[config.mk]
export PLATFORM = sky130hd
export DESIGN_NAME = sevseg_capture_flat
export DESIGN_NICKNAME = d
export VERILOG_FILES = /design/src/rtl/sevseg_pkg.sv /design/src/rtl/sevseg_capture_if.sv /design/src/rtl/seg_decode.sv /design/src/rtl/sevseg_capture.sv /design/src/flat_wrapper.sv
export SDC_FILE = /design/constraint.sdc
export NUM_CORES = 1
export LEC_CHECK = 0
export BUFFER_PORTS_ARGS = -buffer_cell sky130_fd_sc_hd__buf_2
export CELL_PAD_IN_SITES_DETAIL_PLACEMENT = 1
export CELL_PAD_IN_SITES_GLOBAL_PLACEMENT = 2
export CORE_ASPECT_RATIO = 1.1
export CORE_MARGIN = 2
export CORE_UTILIZATION = 35
export DETAILED_ROUTE_END_ITERATION = 8
export PLACE_DENSITY_LB_ADDON = 0.1
export SLEW_MARGIN = 10
export SYNTH_ARGS = -nofsm -noshare
export SYNTH_HDL_FRONTEND = slang
export SYNTH_SLANG_ARGS = --single-unit
[constraint.sdc]
create_clock -name CLK -period 3.1 [get_ports CLK]
set_input_delay 0.155 -clock CLK [delete_from_list [all_inputs] [get_ports CLK]]
set_output_delay 0.155 -clock CLK [all_outputs]
set_load 0.02 [all_outputs]
[src/rtl/sevseg_pkg.sv]
// Seven-segment code table and capture FSM state type.
// Shared by the display scanner (encoder) and sevseg_capture (decoder).
package sevseg_pkg;

    // All seven segments off (active-low {G..A}).
    localparam logic [6:0] SEG_BLANK = 7'h7F;

    // Active-low {G,F,E,D,C,B,A} patterns for hex digits 0..F.
    localparam logic [6:0] SEG_HEX [16] = '{
        7'h40, 7'h79, 7'h24, 7'h30,
        7'h19, 7'h12, 7'h02, 7'h78,
        7'h00, 7'h10, 7'h08, 7'h03,
        7'h46, 7'h21, 7'h06, 7'h0E
    };

    typedef enum logic [1:0] {
        IDLE,
        SETTLE,
        HOLD
    } cap_state_t;

endpackage

[src/rtl/sevseg_capture_if.sv]
// Display bus between a four-digit scanner and its reader.
// master: drives ANODES/CATHODES, reads the decoded frame; slave: the capture block.
interface sevseg_capture_if;
    logic [3:0]  ANODES;
    logic [7:0]  CATHODES;
    logic [15:0] DIGITS;
    logic [3:0]  DP;
    logic [3:0]  BLANK;
    logic [3:0]  ERR;
    logic        FRAME_STB;
    logic        VALID;
    logic        DISP_OFF;

    modport master (
        output ANODES, CATHODES,
        input  DIGITS, DP, BLANK, ERR,
        input  FRAME_STB, VALID, DISP_OFF
    );

    modport slave (
        input  ANODES, CATHODES,
        output DIGITS, DP, BLANK, ERR,
        output FRAME_STB, VALID, DISP_OFF
    );
endinterface

[src/rtl/seg_decode.sv]
// Combinational segment decoder: 7-bit active-low {G..A} -> {hit, blank, nibble}.
// seg in; hit = pattern in table, blank = all off, nib = table index on hit.
module seg_decode
    import sevseg_pkg::*;
(
    input  logic [6:0] seg,
    output logic       hit,
    output logic       blank,
    output logic [3:0] nib
);

    always_comb begin
        hit   = 1'b0;
        blank = (seg == SEG_BLANK);
        nib   = 4'h0;
        for (int i = 0; i < 16; i++) begin
            if (seg == SEG_HEX[i]) begin
                hit = 1'b1;
                nib = 4'(i);
            end
        end
    end

endmodule

[src/rtl/sevseg_capture.sv]
// Reads a multiplexed 4-digit seven-segment drive back into nibbles/DP/flags.
// Ports: CLK, RST_N (async low); bus (slave): ANODES/CATHODES in, frame outputs.
module sevseg_capture
    import sevseg_pkg::*;
#(
    parameter int unsigned STABLE_CYCLES  = 16,
    parameter int unsigned TIMEOUT_CYCLES = 65536
) (
    input logic             CLK,
    input logic             RST_N,
    sevseg_capture_if.slave bus
);

    localparam int SW = $clog2(STABLE_CYCLES + 1);
    localparam int TW = $clog2(TIMEOUT_CYCLES + 1);
    localparam logic [SW-1:0] S_MAX = SW'(STABLE_CYCLES);
    localparam logic [TW-1:0] T_MAX = TW'(TIMEOUT_CYCLES);

    logic [3:0]    an_s1, an_s2, ref_an;
    logic [7:0]    ca_s1, ca_s2, ref_ca;
    cap_state_t    state, state_n;
    logic [SW-1:0] stab_cnt, cnt_n;
    logic [TW-1:0] to_cnt, to_n;
    logic [3:0]    seen;
    logic [15:0]   digits;
    logic [3:0]    dp, blank, err;
    logic          frame_stb, valid, disp_off;

    logic          legal, same, ld, cap;
    logic          seen_full, to_hit;
    logic [1:0]    idx;
    logic [3:0]    cap_mask;
    logic          d_hit, d_blank;
    logic [3:0]    d_nib;

    // Two-flop synchronizers; reset to "nothing driven".
    always_ff @(posedge CLK or negedge RST_N) begin
        if (!RST_N) begin
            an_s1 <= 4'hF;
            an_s2 <= 4'hF;
            ca_s1 <= 8'hFF;
            ca_s2 <= 8'hFF;
        end else begin
            an_s1 <= bus.ANODES;
            an_s2 <= an_s1;
            ca_s1 <= bus.CATHODES;
            ca_s2 <= ca_s1;
        end
    end

    assign legal = ($countones(~an_s2) == 1);
    assign same  = ({an_s2, ca_s2} == {ref_an, ref_ca});

    always_comb begin
        case (an_s2)
            4'b1101: idx = 2'd1;
            4'b1011: idx = 2'd2;
            4'b0111: idx = 2'd3;
            default: idx = 2'd0;
        endcase
    end

    seg_decode u_dec (
        .seg   (ca_s2[6:0]),
        .hit   (d_hit),
        .blank (d_blank),
        .nib   (d_nib)
    );

    // ld = new reference pair; with a one-cycle window it captures at once.
    always_comb begin
        state_n = state;
        cnt_n   = stab_cnt;
        ld      = 1'b0;
        cap     = 1'b0;
        case (state)
            IDLE: begin
                if (legal) ld = 1'b1;
            end
            SETTLE: begin
                if (!legal) begin
                    state_n = IDLE;
                    cnt_n   = '0;
                end else if (same) begin
                    if (stab_cnt == S_MAX - 1'b1) begin
                        cap     = 1'b1;
                        cnt_n   = S_MAX;
                        state_n = HOLD;
                    end else begin
                        cnt_n = stab_cnt + 1'b1;
                    end
                end else begin
                    ld = 1'b1;
                end
            end
            HOLD: begin
                if (!same) begin
                    if (legal) begin
                        ld = 1'b1;
                    end else begin
                        state_n = IDLE;
                        cnt_n   = '0;
                    end
                end
            end
            default: begin
                state_n = IDLE;
                cnt_n   = '0;
            end
        endcase
        if (ld) begin
            cnt_n = SW'(1);
            if (S_MAX == SW'(1)) begin
                cap     = 1'b1;
                state_n = HOLD;
            end else begin
                state_n = SETTLE;
            end
        end
    end

    assign to_n      = legal ? '0 : ((to_cnt == T_MAX) ? to_cnt : to_cnt + 1'b1);
    assign to_hit    = !legal && (to_n == T_MAX);
    assign seen_full = (seen == 4'hF);
    assign cap_mask  = cap ? (4'b0001 << idx) : 4'b0000;

    always_ff @(posedge CLK or negedge RST_N) begin
        if (!RST_N) begin
            state    <= IDLE;
            stab_cnt <= '0;
            ref_an   <= 4'hF;
            ref_ca   <= 8'hFF;
        end else begin
            state    <= state_n;
            stab_cnt <= cnt_n;
            if (ld) begin
                ref_an <= an_s2;
                ref_ca <= ca_s2;
            end
        end
    end

    always_ff @(posedge CLK or negedge RST_N) begin
        if (!RST_N) begin
            digits <= '0;
            dp     <= '0;
            blank  <= '0;
            err    <= '0;
        end else if (cap) begin
            dp[idx] <= ~ca_s2[7];
            if (d_hit) begin
                digits[4*idx +: 4] <= d_nib;
                blank[idx]         <= 1'b0;
            end else if (d_blank) begin
                blank[idx] <= 1'b1;
            end else begin
                err[idx] <= 1'b1;
            end
        end
    end

    // A capture in the strobe cycle lands after the clear of seen.
    always_ff @(posedge CLK or negedge RST_N) begin
        if (!RST_N) begin
            to_cnt    <= '0;
            seen      <= '0;
            frame_stb <= 1'b0;
            valid     <= 1'b0;
            disp_off  <= 1'b0;
        end else begin
            to_cnt    <= to_n;
            disp_off  <= to_hit;
            frame_stb <= seen_full && !to_hit;
            if (to_hit) begin
                seen  <= '0;
                valid <= 1'b0;
            end else begin
                seen <= (seen_full ? 4'b0000 : seen) | cap_mask;
                if (seen_full) valid <= 1'b1;
            end
        end
    end

    assign bus.DIGITS    = digits;
    assign bus.DP        = dp;
    assign bus.BLANK     = blank;
    assign bus.ERR       = err;
    assign bus.FRAME_STB = frame_stb;
    assign bus.VALID     = valid;
    assign bus.DISP_OFF  = disp_off;

endmodule

[src/flat_wrapper.sv]
// flat-port wrapper written by rule: the top's interface ports become plain ports
module sevseg_capture_flat import sevseg_pkg::*;
#(
    parameter int unsigned STABLE_CYCLES  = 16,
    parameter int unsigned TIMEOUT_CYCLES = 65536
)
  (CLK, RST_N, bus_ANODES, bus_CATHODES, bus_DIGITS, bus_DP, bus_BLANK, bus_ERR, bus_FRAME_STB, bus_VALID, bus_DISP_OFF);
  sevseg_capture_if bus_i ();
  input logic CLK;
  input logic RST_N;
  input wire logic [$bits(bus_i.ANODES)-1:0] bus_ANODES;
  input wire logic [$bits(bus_i.CATHODES)-1:0] bus_CATHODES;
  output wire logic [$bits(bus_i.DIGITS)-1:0] bus_DIGITS;
  output wire logic [$bits(bus_i.DP)-1:0] bus_DP;
  output wire logic [$bits(bus_i.BLANK)-1:0] bus_BLANK;
  output wire logic [$bits(bus_i.ERR)-1:0] bus_ERR;
  output wire logic [$bits(bus_i.FRAME_STB)-1:0] bus_FRAME_STB;
  output wire logic [$bits(bus_i.VALID)-1:0] bus_VALID;
  output wire logic [$bits(bus_i.DISP_OFF)-1:0] bus_DISP_OFF;
  assign bus_i.ANODES = bus_ANODES;
  assign bus_i.CATHODES = bus_CATHODES;
  assign bus_DIGITS = bus_i.DIGITS;
  assign bus_DP = bus_i.DP;
  assign bus_BLANK = bus_i.BLANK;
  assign bus_ERR = bus_i.ERR;
  assign bus_FRAME_STB = bus_i.FRAME_STB;
  assign bus_VALID = bus_i.VALID;
  assign bus_DISP_OFF = bus_i.DISP_OFF;
  sevseg_capture #(.STABLE_CYCLES(STABLE_CYCLES), .TIMEOUT_CYCLES(TIMEOUT_CYCLES)) u_core (.CLK(CLK), .RST_N(RST_N), .bus(bus_i));
endmodule
# == Word-level counts from Yosys, hierarchy flattened ==
# Cells that the tools add are included.
# word_totals
register_bits,95
out_inout_bits,31
memories,0
ram_bits,0
rom_bits,0
word_cells,151
input_bits,14
latchBits,0
# op_classes
add_sub_neg,6
magnitude_cmp,2
reduce_logical,14
n_bitwise,9
multipliers,0
shifts,3
n_eq_ne,32
mux,68
div,0
# ops
cell,n
$mux W4,19
$eq A7 B7 Y1 const B,5
$eq A17 B17 Y1 const B,2
$mux W17,2
$neg A4 Y34,1
$shift A4 B34 Y16 const A,1
$shiftx A4 B34 Y16,1
$add A32 B32 Y32,1
$eq A32 B2 Y1 const B,1
$mux W5,6
$mux W1,28
$eq A7 B5 Y1 const B,3
$eq A7 B6 Y1 const B,3
$add A17 B1 Y17 const B,1
$bwmux W16,1
$pmux W5 S3,1
$eq A7 B2 Y1 const B,2
$eq A7 B4 Y1 const B,2
$eq A12 B12 Y1,1
$eq A4 B4 Y1 const B,3
$mux W2,6
$or A4 B4 Y4,3
$pmux W2 S3,2
$ne A4 B4 Y1 const B,2
other kinds (27),37

# == Longest topological paths before layout ==
# logic_depth
depth_word,19
mapped_depth,10

# == Hierarchy ==
# From an unflattened synthesis, not the netlist that was laid out.
# hier_totals
hier_cells,443
hier_area_um2,4773.3
# by_module_without_submodules
mod,n_inst,area_per_inst_um2,cells_per_inst
sevseg_capture,1,4381.7,388
seg_decode,1,391.6,55

# == Least setup slack after synthesis ==
# No wires, ideal clock.
# synth_timing
path_kind,register to register
from,register u_core.an_s2[2]
to,register u_core.digits[10] (netlist: u_core.bus.DIGITS[10])
setup_slack_ns,-0.042
period_less_slack_ns,3.142
stages_incl_launch_ff,11
t_arrival_ns,3.060
setup_time_ns,0.082
path_cell_list,dfstp_2 inv_1 ha_1 ha_1 fa_1 nor3b_2 nand3_1 nor4_2 nand2_1 or3_1 o22ai_1
# synth_between
elab_chain_cells,7
elab_cells_between_ends,17
classes_between,3 x add/sub; 5 x eq/ne; 2 x shift; 5 x mux; 1 x bitwise; 1 x reduce/logical
# synth_lines
item,line,source
from (decl),sevseg_capture.sv:19,"logic [3:0] an_s1, an_s2, ref_an;"
from (signal assigned),sevseg_capture.sv:45,an_s2 <= an_s1;
$not A4 Y4,sevseg_capture.sv:51,assign legal = ($countones(~an_s2) == 1);
$add A1 B1 Y2 (implied by the code),sevseg_capture.sv:51,
$add A32 B32 Y32 (implied by the code),sevseg_capture.sv:51,
$eq A32 B2 Y1,sevseg_capture.sv:51,
$mux W1,sevseg_capture.sv:81,if (!legal) begin
$mux W1,sevseg_capture.sv:76,case (state)
$reduce_and A2 Y1 (no source line),-,
"to (signal, indexed assignment)",sevseg_capture.sv:152,digits[4*idx +: 4] <= d_nib;
to (decl),sevseg_capture.sv:25,logic [15:0] digits;
# Several ways; a longest one is shown, not always the timed one.
# A chain may end at the register's enable or synchronous reset.

# == Worst setup path after layout ==
# layout_timing
from,register u_core.an_s2[1]
to,register u_core.valid (netlist: u_core.bus.VALID)
# layout_between
elab_chain_cells,8
elab_cells_between_ends,10
classes_between,2 x add/sub; 2 x eq/ne; 2 x mux; 1 x bitwise; 3 x reduce/logical
# layout_lines
item,line,source
$not A4 Y4 (*),sevseg_capture.sv:51,
$add A1 B1 Y2 (implied by the code) (*),sevseg_capture.sv:51,
$add A32 B32 Y32 (implied by the code) (*),sevseg_capture.sv:51,
$eq A32 B2 Y1 (*),sevseg_capture.sv:51,
$mux W17,sevseg_capture.sv:122,assign to_n = legal ? '0 : ((to_cnt == T_MAX) ? to_cnt : to_cnt + 1'b1);
$eq A17 B17 Y1,sevseg_capture.sv:123,assign to_hit = !legal && (to_n == T_MAX);
$logic_and A1 B1 Y1 (*),sevseg_capture.sv:123,
net u_core.to_hit,sevseg_capture.sv:30,"logic seen_full, to_hit;"
$mux W1 or $reduce_bool A2 Y1 (tied branches),-,
to (signal assigned),sevseg_capture.sv:168,valid <= 1'b0;
to (signal assigned),sevseg_capture.sv:176,valid <= 1'b0;
to (signal assigned),sevseg_capture.sv:179,if (seen_full) valid <= 1'b1;
to (decl),sevseg_capture.sv:27,"logic frame_stb, valid, disp_off;"
# Mark *: on every way through the listed nets, which the timed path passes. The rest lies on a longest branch.

==> results_dict.tcl <==
set metrics [dict create \
    status "finished, final reports clean" \
    synth_top_cells_by_count "dfrtp_1 (59), nor2_1 (39), dfstp_2 (36), nand2_1 (36)" \
    dp_hpwl_mm 8.429 \
    num-fill-cells 1449 \
    synth_top_area_cell "dfrtp_1" \
    pwr-share-comb_pct 19.4 \
    layout.nets 562 \
    clock_latency_ns 0.35 \
    pin_count 45 \
    drive_above_1_share_pct 31.21 \
    cts_buffer_depth 2 \
    areaGrowthSynthToFinish_pct 24.02 \
    rrSetupSlack_ns 0.03 \
    grt_pass1_vias 3818 \
    synth_cells 446 \
    cts_tree "built" \
    hold_start "u_core.ca_s1[1]" \
    place_inst 685 \
    power_switching_mw 0.9036 \
    htree_levels 3 \
    n_antenna_cell 0 \
    portBuffers 44 \
    ff2ff_path_depth 11 \
    ys_seq_area_share_pct 50.60 \
    synth_edf_count 0 \
    layout_min_cycle_time_ns 3.067 \
    multi_input_area_um2 2268 \
    synth_area_per_cell_um2 10.73 \
    worstPathRequired_ns 3.33 \
    ir_drop_mv 0.4202 \
    netlist_area_um2 4787 \
    worstReg2RegStart "u_core.an_s2[1]" \
    crit_family "simple AND/OR/NAND/NOR gates" \
    pwr-share-seq_pct 45.8 \
    synth_cell_types 70 \
    routed_via_density 5.072 \
    crit_buf_inv 2 \
    arrival_ns 3.29 \
    initial_core_util_pct 36.08 \
    synthFlopType "dfrtp_1" \
    critPathKind "reg2reg" \
    cp-start-kind "flip-flop" \
    relSlewSlack_pct 43.01 \
    wl_met2_mm 5.384 \
    core-area_um2 13270 \
    power_density_nw_per_um2 568.9 \
    final-hold-violation-count 0 \
    die_x_um 115.5 \
    tightest_slew_ns 0.8548 \
    wl_per_cell_um 16.28 \
    cp_max_fo 7 \
    globalplace.congestion 0.7755 \
    regToRegEndpoint "u_core.bus.VALID" \
    synth_most_common_cell "dfrtp_1" \
    design_area_um2 5937 \
    gr-usage-all-layers_pct 17.30 \
    synthTopCellsByArea "dfrtp_1 (31%), dfstp_2 (20%), ha_1 (4.4%), xnor2_1 (4.2%), nor2_1 (3.1%)" \
    cpMostUsedCell "ha_4" \
    ys_warn_count 0 \
    grt_max_degree 67 \
    wirelength_met1_mm 5.790 \
    dr.max_layer_used "met4" \
    p_leak_nw 2.666 \
    slew_violations 0 \
    cp_cell_sequence "inv_2, ha_4, ha_4, fa_2, nor3b_4, nor2b_1, a21boi_1, or4b_4, a2111oi_4, buf_6, a21oi_1" \
    setup_viol 0 \
    fin_worst_skew_ns 0.007238 \
    cts_sinks 95 \
    post-route-util_pct 44.75 \
    end_kind "flip-flop" \
    drv_cap 0 \
    min_to "u_core.ca_s2[1]" \
    die_area_um2 14630 \
    fin_cells 719 \
    clk_pin_slew_ns 0.06 \
    switching_share_pct 26.75 \
    clkPwrFrac_pct 34.8 \
    overflow 0 \
    drtIter0Drc 151 \
    ff_latch_area_um2 2422 \
    async_flop_share_pct 100.0 \
    cpMaxStageDelayCell "dfstp_2" \
    post_dp_cell_area_um2 5370 \
    synth_seq_cells 95 \
    firstDrtPassIters 4 \
    met3_length_um 333 \
    rsz0062_at_grt "yes" \
    hold_class "reg2reg" \
    rows 44 \
    antenna_found_initial 0 \
    cpPeakStageDelay_ns 0.54 \
    hold_path_depth 0 \
    routed-via-count 3647 \
    grt_pass1_wl_mm 19.72 \
    ant_nets 0 \
    p_int_mw 2.474 \
    routed_wl_mm 11.71 \
    synth_top_area_share_pct 30.84 \
    cp_num_cells 11 \
    synth_nets 478 \
    root_buffer "clkbuf_16" \
    timing.final.crit_share_pct 98.93 \
    cts_made_buffers 9 \
    die_h_um 126.7 \
    drc 0 \
    fmax_mhz 326.1 \
]
-- flip-flops by register name (all words and copies together) (netlist names), 5 cells and up, named ones only --
| register | cells |
|---|---|
| u_core.stab_cnt | 5 |
| u_core.bus.DIGITS | 16 |
| u_core.to_cnt | 17 |
| u_core.ca_s1 | 8 |
| u_core.ref_ca | 8 |
| u_core.ca_s2 | 8 |
-- metrics by stage --
| step | hold WS (ns) | TNS (ns) | setup WS (ns) | power, mW |
|---|---|---|---|---|
| 6_report | 0.3553 | 0 | 0.03325 | 3.378 |
| 3_5_place_dp | 0.2614 | -0.4688 | -0.05666 | 2.188 |
| 3_3_place_gp | 0.2599 | 0 | 0.02437 | 2.160 |
| 2_1_floorplan | -0.1406 | 0 | 0.01166 | 1.989 |
| 5_1_grt | 0.3607 | -1.011 | -0.1496 | 3.569 |
| 4_1_cts | 0.3569 | -0.006354 | -0.003461 | 3.404 |
-- cell type report --
cell class              instances  share of cell area [%]
repair buffers                 91                   10.37
clock buffers                  10                   3.857
multi-input cells             310                   38.21
flip-flops and latches         95                   40.80
well taps                     184                   3.878
clock inverters                 6                   1.433
inverters                      23                   1.454
-- layout by cell type, fill, tap and decap left out, types with 3 or more instances in the layout --
cell	Yosys	layout
a21oi_1	20	19
o21ai_1	1	6
a41o_1	4	4
o31ai_1	3	3
inv_2	0	4
dlygate4sd3_1	0	13
nand2_1	36	36
buf_2	6	43
nor3_1	5	5
mux2_2	4	4
dfrtp_1	59	59
xnor2_1	23	23
ha_4	0	3
nand3_1	12	11
a31oi_1	5	5
and3_1	8	8
mux2_4	9	9
o21ai_0	17	12
mux2i_1	6	6
and2_1	5	5
ha_1	17	14
nor4b_1	3	3
clkbuf_16	0	9
nor2_1	39	37
nand2b_1	4	4
a211oi_1	3	3
o311ai_1	3	3
xor2_1	7	7
nand4_1	12	12
nor3b_1	3	3
nor4_1	10	9
nor2b_1	4	4
dfstp_2	36	36
buf_4	2	33
inv_1	23	19
-- how the worst max path moves through the flow --
stage / startpoint / endpoint / slack (ns)
floorplan: u_core.an_s2[2] / u_core.bus.FRAME_STB / 0.01
global placement: u_core.an_s2[0] / u_core.bus.FRAME_STB / 0.02
detailed placement: u_core.an_s2[2] / u_core.bus.FRAME_STB / -0.06
CTS: u_core.an_s2[2] / u_core.bus.DIGITS[9] / -0.003
global route: u_core.an_s2[1] / u_core.bus.VALID / -0.15
finish: u_core.an_s2[1] / u_core.bus.VALID / 0.03
-- power groups by stage --
stage	combinational [mW]	clock, mW	sequential [mW]
floorplan	0.459	0	1.53
global placement	0.605	0	1.55
detailed placement	0.622	0	1.57
CTS	0.642	1.22	1.55
global route	0.735	1.27	1.57
finish	0.654	1.18	1.55
-- layer usage --
| layer | up-vias | global-route usage, % |
|---|---|---|
| li1 | 1745 | - |
| met1 | 1832 | 24.69 |
| met2 | 59 | 26.42 |
| met3 | 11 | 2.914 |
| met4 | 0 | 6.166 |
| met5 | - | 0 |
-- logic make-up after synthesis --
logic type | count (synthesis) | synth area share, %
xor gates and xnor gates | 30 | 5.489
and+or+nand+nor | 162 | 18.35
adders and majority gates | 19 | 5.097
DFF | 95 | 50.60
AOI/OAI and AO/OA | 80 | 11.42
buffers and inverters | 41 | 4.025
muxes | 19 | 5.018
-- repair_timing --
action                     in CTS  in global routing
setup endpoints to repair      11                 28
setup buffers                   1                  4
hold buffers                   13                  0
pin swaps                       3                  8
cloned                          0                  0
hold endpoints to repair       71                  0
resized for setup               3                 22
(Power assumes the default switching activity.)
